### src/rtl/fft_sequencer.sv
// Frame controller for the 512-point radix-2 FFT: load, 9-level butterfly sweep
// over ping-pong banks, then unload. State, counters and phase flags are registered.
//
// state    | meaning
// S_IDLE   | waiting for start
// S_LOAD   | writing input samples into bank 0
// S_PROC   | one butterfly per cycle, levels 0..8
// S_UNLOAD | reading results out of bank 1 under out_ready
module fft_sequencer #(
    parameter int N_POINTS = 512,
    parameter int N_LEVELS = 9
) (
    input  logic       clk,
    input  logic       reset_n,
    input  logic       start,
    input  logic       in_valid,
    output logic       in_ready,
    output logic       load,
    output logic       processing,
    output logic       done,
    output logic [8:0] load_address,
    output logic [8:0] fft_level,
    output logic [8:0] butterfly_iter,
    output logic [8:0] out_address,
    output logic       we_0,
    output logic       we_1,
    output logic       rd_bank,
    input  logic       out_ready,
    output logic       out_valid,
    output logic       out_last,
    output logic       busy
);

    localparam logic [8:0] LAST_ADDR  = 9'(N_POINTS - 1);
    localparam logic [8:0] LAST_ITER  = 9'(N_POINTS / 2 - 1);
    localparam logic [8:0] LAST_LEVEL = 9'(N_LEVELS - 1);

    typedef enum logic [1:0] {
        S_IDLE,
        S_LOAD,
        S_PROC,
        S_UNLOAD
    } state_t;

    state_t     r_state;
    logic       r_load;
    logic       r_proc;
    logic       r_done;
    logic [8:0] r_load_addr;
    logic [8:0] r_level;
    logic [8:0] r_iter;
    logic [8:0] r_out_addr;
    logic       r_out_valid;
    logic       r_out_last;

    logic w_accept;
    logic w_take;
    logic w_iter_end;
    logic w_level_end;

    assign w_accept    = r_load & in_valid;
    assign w_take      = r_done & out_ready;
    assign w_iter_end  = (r_iter == LAST_ITER);
    assign w_level_end = (r_level == LAST_LEVEL);

    always_ff @(posedge clk or negedge reset_n) begin
        if (!reset_n) begin
            r_state     <= S_IDLE;
            r_load      <= 1'b0;
            r_proc      <= 1'b0;
            r_done      <= 1'b0;
            r_load_addr <= '0;
            r_level     <= '0;
            r_iter      <= '0;
            r_out_addr  <= '0;
            r_out_valid <= 1'b0;
            r_out_last  <= 1'b0;
        end else begin
            // Read data lags the address by one cycle of synchronous RAM latency.
            r_out_valid <= w_take;
            r_out_last  <= w_take && (r_out_addr == LAST_ADDR);
            case (r_state)
                S_IDLE: begin
                    if (start) begin
                        r_state     <= S_LOAD;
                        r_load      <= 1'b1;
                        r_load_addr <= '0;
                    end
                end
                S_LOAD: begin
                    if (w_accept) begin
                        r_load_addr <= r_load_addr + 9'd1;
                        if (r_load_addr == LAST_ADDR) begin
                            r_state <= S_PROC;
                            r_load  <= 1'b0;
                            r_proc  <= 1'b1;
                            r_level <= '0;
                            r_iter  <= '0;
                        end
                    end
                end
                S_PROC: begin
                    if (w_iter_end) begin
                        r_iter <= '0;
                        if (w_level_end) begin
                            r_state    <= S_UNLOAD;
                            r_proc     <= 1'b0;
                            r_done     <= 1'b1;
                            r_level    <= '0;
                            r_out_addr <= '0;
                        end else begin
                            r_level <= r_level + 9'd1;
                        end
                    end else begin
                        r_iter <= r_iter + 9'd1;
                    end
                end
                S_UNLOAD: begin
                    if (w_take) begin
                        r_out_addr <= r_out_addr + 9'd1;
                        if (r_out_addr == LAST_ADDR) begin
                            r_state <= S_IDLE;
                            r_done  <= 1'b0;
                        end
                    end
                end
                default: begin
                    r_state <= S_IDLE;
                    r_load  <= 1'b0;
                    r_proc  <= 1'b0;
                    r_done  <= 1'b0;
                end
            endcase
        end
    end

    // Even levels read bank 0 and write bank 1; the final level (8) leaves results in bank 1.
    assign in_ready       = r_load;
    assign load           = r_load;
    assign processing     = r_proc;
    assign done           = r_done;
    assign busy           = r_load | r_proc | r_done;
    assign load_address   = r_load_addr;
    assign fft_level      = r_level;
    assign butterfly_iter = r_iter;
    assign out_address    = r_out_addr;
    assign rd_bank        = (r_proc & r_level[0]) | r_done;
    assign we_0           = w_accept | (r_proc & r_level[0]);
    assign we_1           = r_proc & ~r_level[0];
    assign out_valid      = r_out_valid;
    assign out_last       = r_out_last;

endmodule

### config.mk
export PLATFORM = sky130hd
export DESIGN_NAME = fft_sequencer
export DESIGN_NICKNAME = d
export VERILOG_FILES = /design/src/rtl/fft_sequencer.sv
export SDC_FILE = /design/constraint.sdc
export NUM_CORES = 1
export LEC_CHECK = 0
export ABC_CLOCK_PERIOD_IN_PS = 2300
export CAP_MARGIN = 30
export CELL_PAD_IN_SITES_DETAIL_PLACEMENT = 0
export CELL_PAD_IN_SITES_GLOBAL_PLACEMENT = 1
export CORE_UTILIZATION = 36
export CTS_CLUSTER_DIAMETER = 50
export DETAILED_ROUTE_END_ITERATION = 12
export PLACE_DENSITY_LB_ADDON = 0.25
export SYNTH_ARGS = -nofsm -noshare
export SYNTH_HDL_FRONTEND = slang
export SYNTH_SLANG_ARGS = --single-unit
### constraint.sdc
create_clock -name clk -period 2.3 [get_ports clk]
set_input_delay 0.345 -clock clk [delete_from_list [all_inputs] [get_ports clk]]
set_output_delay 0.345 -clock clk [all_outputs]
set_load 0.005 [all_outputs]
# [Word level (Yosys, flattened, before mapping)]
# Cells that the tools add are included.
[word_totals] word_cells=86 output_inout_bits=46 in_bits=5 reg_bits=43
[op_classes] bitwise_logic=9 n_addsub=4 muxes=36 reduce_logical=13 eq_ne=14
[op_table] operator="two-way mux 9 bit" n=10
[op_table] operator="one-hot mux 9 bit (2 select lines)" n=4
[op_table] operator="adder 9 x 1 -> 9 bit, second input constant" n=4
[op_table] operator="== test 9 bit, second input constant" n=2
[op_table] operator="two-way mux 2 bit" n=7
[op_table] operator="!= test 2 bit, second input constant" n=7
[op_table] operator="AND reduction 4 bit" n=3
[op_table] operator="two-way mux 1 bit" n=11
[op_table] operator="AND reduction 5 bit" n=2
[op_table] operator="== test 9 x 4 -> 1 bit, second input constant" n=1
[op_table] operator="== test 9 x 8 -> 1 bit, second input constant" n=1
[op_table] operator="one-hot mux 2 bit (4 select lines)" n=1
[op_table] operator="AND reduction 7 bit" n=1
[op_table] operator="one-hot mux 1 bit (2 select lines)" n=3
[op_table] operator="AND reduction 3 bit" n=2
[op_table] operator="nonzero test 2 bit" n=3
[op_table] operator="AND 1 bit" n=4
[op_table] operator="== test 2 bit, second input constant" n=2
[op_table] operator="bitwise OR 1 bit" n=4
[op_table] operator="== test 2 x 1 -> 1 bit, second input constant" n=1
[op_table] operator="zero test 2 bit" n=1
[op_table] operator="logical AND 1 bit" n=1
[op_table] operator="NOT 1 bit" n=1

# [Longest topological paths before layout]
[logic_depth] word_depth=4 ltp_mapped=10 mapped_depth_nobuf=10

# [Worst setup path before layout]
# No wires, ideal clock.
[synth_timing] path_kind="register to register" startpoint="reg r_load_addr[0] (netlist: load_address[0])" endpoint="reg r_proc (netlist: processing)" required_time_ns=2.168 setup_ns=0.132 t_arrival_ns=2.175 slack_ns=-0.007 stages_incl_launch_ff=11 path_buffers=2 period_less_slack_ns=2.307 path_cell_list="dfrtp_1 ha_1 nand3_1 nor3_1 ha_1 nand4_1 and2_1 clkbuf_1 clkbuf_1 o31ai_1 o31ai_1"
[synth_via] elab_chain_cells=3
[synth_lines] element="start: declaration" line_no="49" source="logic [8:0] r_load_addr;"
[synth_lines] element="start signal: assignment" line_no="92" source="r_load_addr <= r_load_addr + 9'd1;"
[synth_lines] element="== test 9 bit" line_no="93" source="if (r_load_addr == LAST_ADDR) begin"
[synth_lines] element="!= test 2 bit (no source line)"
[synth_lines] element="AND reduction 5 bit (no source line)"
[synth_lines] element="end signal: assignment" line_no="96" source="r_proc <= 1'b1;"
[synth_lines] element="end signal: assignment" line_no="107" source="r_proc <= 1'b0;"
[synth_lines] element="end signal: assignment" line_no="130" source="r_proc <= 1'b0;"
[synth_lines] element="end: declaration" line_no="47" source="logic r_proc;"
# No other way between the ends.
# A chain may end at the register's enable or synchronous reset.

# [Final worst setup path]
[layout_timing] startpoint="reg r_out_addr[0] (netlist: out_address[0])" endpoint="reg r_state[1]"
[layout_via] elab_chain_cells=3
[layout_lines] element="start: declaration" line_no="52" source="logic [8:0] r_out_addr;"
[layout_lines] element="start signal: assignment" line_no="120" source="r_out_addr <= r_out_addr + 9'd1;"
[layout_lines] element="== test 9 bit" line_no="121" source="if (r_out_addr == LAST_ADDR) begin"
[layout_lines] element="!= test 2 bit (no source line)"
[layout_lines] element="AND reduction 7 bit (no source line)"
[layout_lines] element="end signal: assignment" line_no="106" source="r_state <= S_UNLOAD;"
[layout_lines] element="end signal: assignment" line_no="122" source="r_state <= S_IDLE;"
[layout_lines] element="end signal: assignment" line_no="128" source="r_state <= S_IDLE;"
[layout_lines] element="end: declaration" line_no="45" source="state_t r_state;"
# No other way between the ends.

==> summary.md <==
| Metric | Value |
|---|---|
| Run status | `finished, final reports clean` |
| Cell family with most CP delay | `simple AND/OR/NAND/NOR gates` |
| Post-Syn Nets | `285` |
| Count of nets after finishing | `358` |
| Final Util | `0.504` |
| GRT Util Overall | `0.190` |
| Drt pass-1 iters | `4` |
| Dominant cell type by area after synthesis | `sky130_fd_sc_hd__dfrtp_1` |
| Worst Setup Start Kind | `flip-flop` |
| Most heavily used metal layer in global routing | `met2` |
| Peak ir drop on the vdd network | `a little over 0.0004 V` |
| Total Wirelength | `6540 um` |
| Critical Path, Cell by Cell | `ha_1, and3_1, nand3_1, nor2_1, ha_1, nand2_1, inv_1, o22ai_1, nand3b_1, mux2_2` |
| Die span in y | `86.9 um` |
| Worst-case setup margin in the final layout | `0.141 ns` |
| Initial antenna violation count | `0` |
| Prevailing post-synth register cell | `sky130_fd_sc_hd__dfrtp_1` |
| Met1 demand-to-capacity share in global routing | `0.263` |
| Largest incremental delay on the critical path | `0.41 ns` |
| Type of destination of the critical path | `flip-flop` |
| Number of buffer and inverter stages on the critical path | `1` |
| Maximum clock path buffer count | `2` |
| Share of the yosys chip area belonging to registers | `0.414` |
| I/O pin total | `51` |
| Std-Cell Core Area | `0.00687 sq mm` |
| Starting Density | `0.378` |
| Clock-pin slew on the worst setup and hold paths | `0.08 ns` |
| Number of cells produced by synthesis | `268` |
| Detailed Route Iter0 Violations | `around 80` |
| Latest clock arrival within the worst-skew pair | `around 0.30 ns` |
| Routed wire length per instance | `14.9 um` |
| Largest net degree at the start of global routing | `25` |
| Antenna diode count | `0` |
| R2r setup slk | `0.14 ns` |
| Share of the synthesized area in the top cell type | `0.414` |
| Synth unique cells | `55` |
| Clock tree from TritonCTS | `built` |
| Max transition margin | `0.665` |
| Tmin final | `2.16 ns` |
| Async SR Flop Fraction | `1.00` |
| Area of the die | `roughly 0.0076 sq mm` |
| Worst-path fanout max | `4` |
| Final setup violating endpoints | `0` |
| Number of placed cells counting well taps | `429` |
| Avg Cell Area, Syn | `9.69 sq um` |
| Number of warnings issued by yosys | `0` |
| CTS buffer count | `5` |
| Vias in the first global route | `between 2000 and 2500` |
| Area growth from synthesis to final layout | `33.3%` |
| Number of sinks handled by clock tree synthesis | `43` |
| Worst min-delay path category | `in -> async` |
| Max-capacitance violation count | `0` |
| DP HPWL | `4660 um` |
| Post-synthesis instance area | `0.00260 sq mm` |
| Std-Cell Rows | `30` |
| Start-to-end type of the worst setup path | `reg -> reg` |
| Die boundary width | `86.9 um` |
| RSZ-0062 raised after global routing | `false` |
| DR vias | `2359` |
| Final cycle utilization of the critical path | `0.939` |
| Total grt overflow | `0` |
| Met2 GRT Util | `0.298` |
| H-tree lvl count | `2` |
| Antenna Nets Post-Route | `0` |
| Placer congestion estimate | `about 0.8` |
| Maximum achievable frequency | `roughly 460 MHz` |
| Required @ worst endpoint | `2.49 ns` |
| Number of failing hold endpoints at the final stage | `0` |
| Arr. time, crit path | `2.35 ns` |
| P per Cell Area | `between 400 and 500 mW/mm^2` |
| DRC errors left | `0` |
| Port-buffer cells | `50` |
| Setup_tns | `0 ns` |
| Flops & latches, synth | `43` |
| Leakage power summed over all cells | `about 1.5 nW` |
| Pre-CTS setup slack | `0.0517 ns` |
| Fin cells | `approximately 440` |
| Cell occurring most often along the worst timing path | `sky130_fd_sc_hd__ha_1` |
| Least-Margin Pin Slew | `0.502 ns` |
| First-pass GRT wire length | `between 10000 and 15000 um` |
| Cell types occupying the most area after synthesis | `sky130_fd_sc_hd__dfrtp_1, sky130_fd_sc_hd__ha_1, sky130_fd_sc_hd__o21ai_0` |
| Number of max-slew violations in the final report | `0` |
| GR Layer Usage met3 | `0.0408` |
| Via-per-instance ratio | `5.39` |
| Cell chosen for the clock root | `sky130_fd_sc_hd__clkbuf_8` |
| Standard cell with the maximum stage delay on the critical path | `sky130_fd_sc_hd__dfrtp_1` |
| Number of buffers added to fix hold violations after cts | `0` |
| Setup skew after layout | `0.00612 ns` |
| Layout cell share with drive strength beyond 1 | `0.167` |
| Number of flops mapped to enable cells by yosys | `0` |
==> cells in the final DEF, fill, tap and decap left out, types with 3 or more instances in the layout <==
master and n:
sky130_fd_sc_hd__and2_1 3, sky130_fd_sc_hd__o21ai_0 26, sky130_fd_sc_hd__dfrtp_1 43, sky130_fd_sc_hd__clkbuf_8 6, sky130_fd_sc_hd__and3_1 6, sky130_fd_sc_hd__mux2i_1 3
sky130_fd_sc_hd__a21o_1 3, sky130_fd_sc_hd__a221o_1 3, sky130_fd_sc_hd__nand3b_1 6, sky130_fd_sc_hd__a21oi_1 7, sky130_fd_sc_hd__a211o_1 3, sky130_fd_sc_hd__buf_4 26
sky130_fd_sc_hd__a211oi_1 4, sky130_fd_sc_hd__or3_1 3, sky130_fd_sc_hd__clkdlybuf4s50_1 49, sky130_fd_sc_hd__inv_1 9, sky130_fd_sc_hd__a22o_1 6, sky130_fd_sc_hd__o211ai_1 4
sky130_fd_sc_hd__nand2b_1 6, sky130_fd_sc_hd__nand3_1 15, sky130_fd_sc_hd__ha_1 12, sky130_fd_sc_hd__a32o_1 4, sky130_fd_sc_hd__nand2_1 31, sky130_fd_sc_hd__nor3_1 4
sky130_fd_sc_hd__or2_2 3, sky130_fd_sc_hd__o31ai_1 3, sky130_fd_sc_hd__nand4_1 5, sky130_fd_sc_hd__nor2_1 10
==> flip-flops by register name, summed over array words and instances, names as in the netlist <==
register and count:
out_last 1, processing 1, fft_level 9, r_state 2, done 1, in_ready 1
butterfly_iter 9, load_address 9, out_valid 1, out_address 9
==> layout make-up <==
cell class	instances	area, sq um
tap	96	120
sequential	43	1080
inverter	10	37.5
clock inverter	2	35.0
timing repair buffer	77	711
clock buffer	6	82.6
fill	680	3410
multi-input combinational	204	1400
==> worst reg2reg max path, cell delays in order, from the launching register on <==
cell and delay [ns]:
sky130_fd_sc_hd__dfrtp_1 0.41, sky130_fd_sc_hd__ha_1 0.23, sky130_fd_sc_hd__and3_1 0.21, sky130_fd_sc_hd__nand3_1 0.13
sky130_fd_sc_hd__nor2_1 0.07, sky130_fd_sc_hd__ha_1 0.19, sky130_fd_sc_hd__nand2_1 0.08, sky130_fd_sc_hd__inv_1 0.06
sky130_fd_sc_hd__o22ai_1 0.17, sky130_fd_sc_hd__nand3b_1 0.17, sky130_fd_sc_hd__mux2_2 0.35
==> cells by family after synthesis <==
logic type,count (synthesis),synth area share
AO/OA/AOI/OAI,76,0.212
XOR/XNOR,2,0.00675
adder cells (fa/ha/maj),12,0.0578
buffers and inverters,21,0.0578
flip-flops,43,0.414
multiplexers,5,0.0202
AND/OR/NAND/NOR,109,0.231
==> per-layer routing <==
| metal | wire length (um) | share of wire |
|---|---|---|
| met3 | 286 | 0.044 |
| met2 | 3030 | 0.46 |
| met4 | 69 | 0.011 |
| met5 | 0 | 0 |
| met1 | 3150 | 0.48 |
==> power breakdown <==
group | switching, mW | internal (mW)
combinational | 0.0189 | 0.0107
clock | 0.276 | 0.352
sequential | 0.000168 | 0.756
==> cell usage after synthesis, drive strengths merged (5+ instances only) <==
library cell / number
nand3: 15
dfrtp: 43
nand2b: 6
a22o: 8
clkbuf: 5
nor2: 11
nand3b: 6
inv: 9
o21ai: 26
nand4: 5
a21oi: 8
nor3: 5
ha: 12
and3: 7
nand2: 31
==> timing repair <==
action / in CTS / in global routing
buffers inserted: 0 / 1
gates resized for setup: 0 / 5
setup endpoints to repair: 0 / 10
==> metrics by stage <==
stage / instance area, sq um / power (mW) / hold WS (ns)
finish: 3460 / 1.41 / 0.00183
global route: 3460 / 1.47 / 0.0213
detailed placement: 3310 / 0.802 / 0.340
floorplan: 2600 / 0.773 / 0.0494
global placement: 3310 / 0.803 / 0.346
CTS: 3430 / 1.44 / 0.00760
==> worst paths after layout <==
check	cells after the start	from	endpoint
hold / removal	1	reset_n	fft_level[7]
min in group clk	2	butterfly_iter[1]	butterfly_iter[1]
setup / recovery	10	out_address[0]	r_state[1]
setup reg to reg	10	out_address[0]	r_state[1]
hold reg to reg	2	butterfly_iter[1]	butterfly_iter[1]
max in group asynchronous	2	reset_n	load_address[5]
Note: power is estimated with default switching activity, not from simulation.
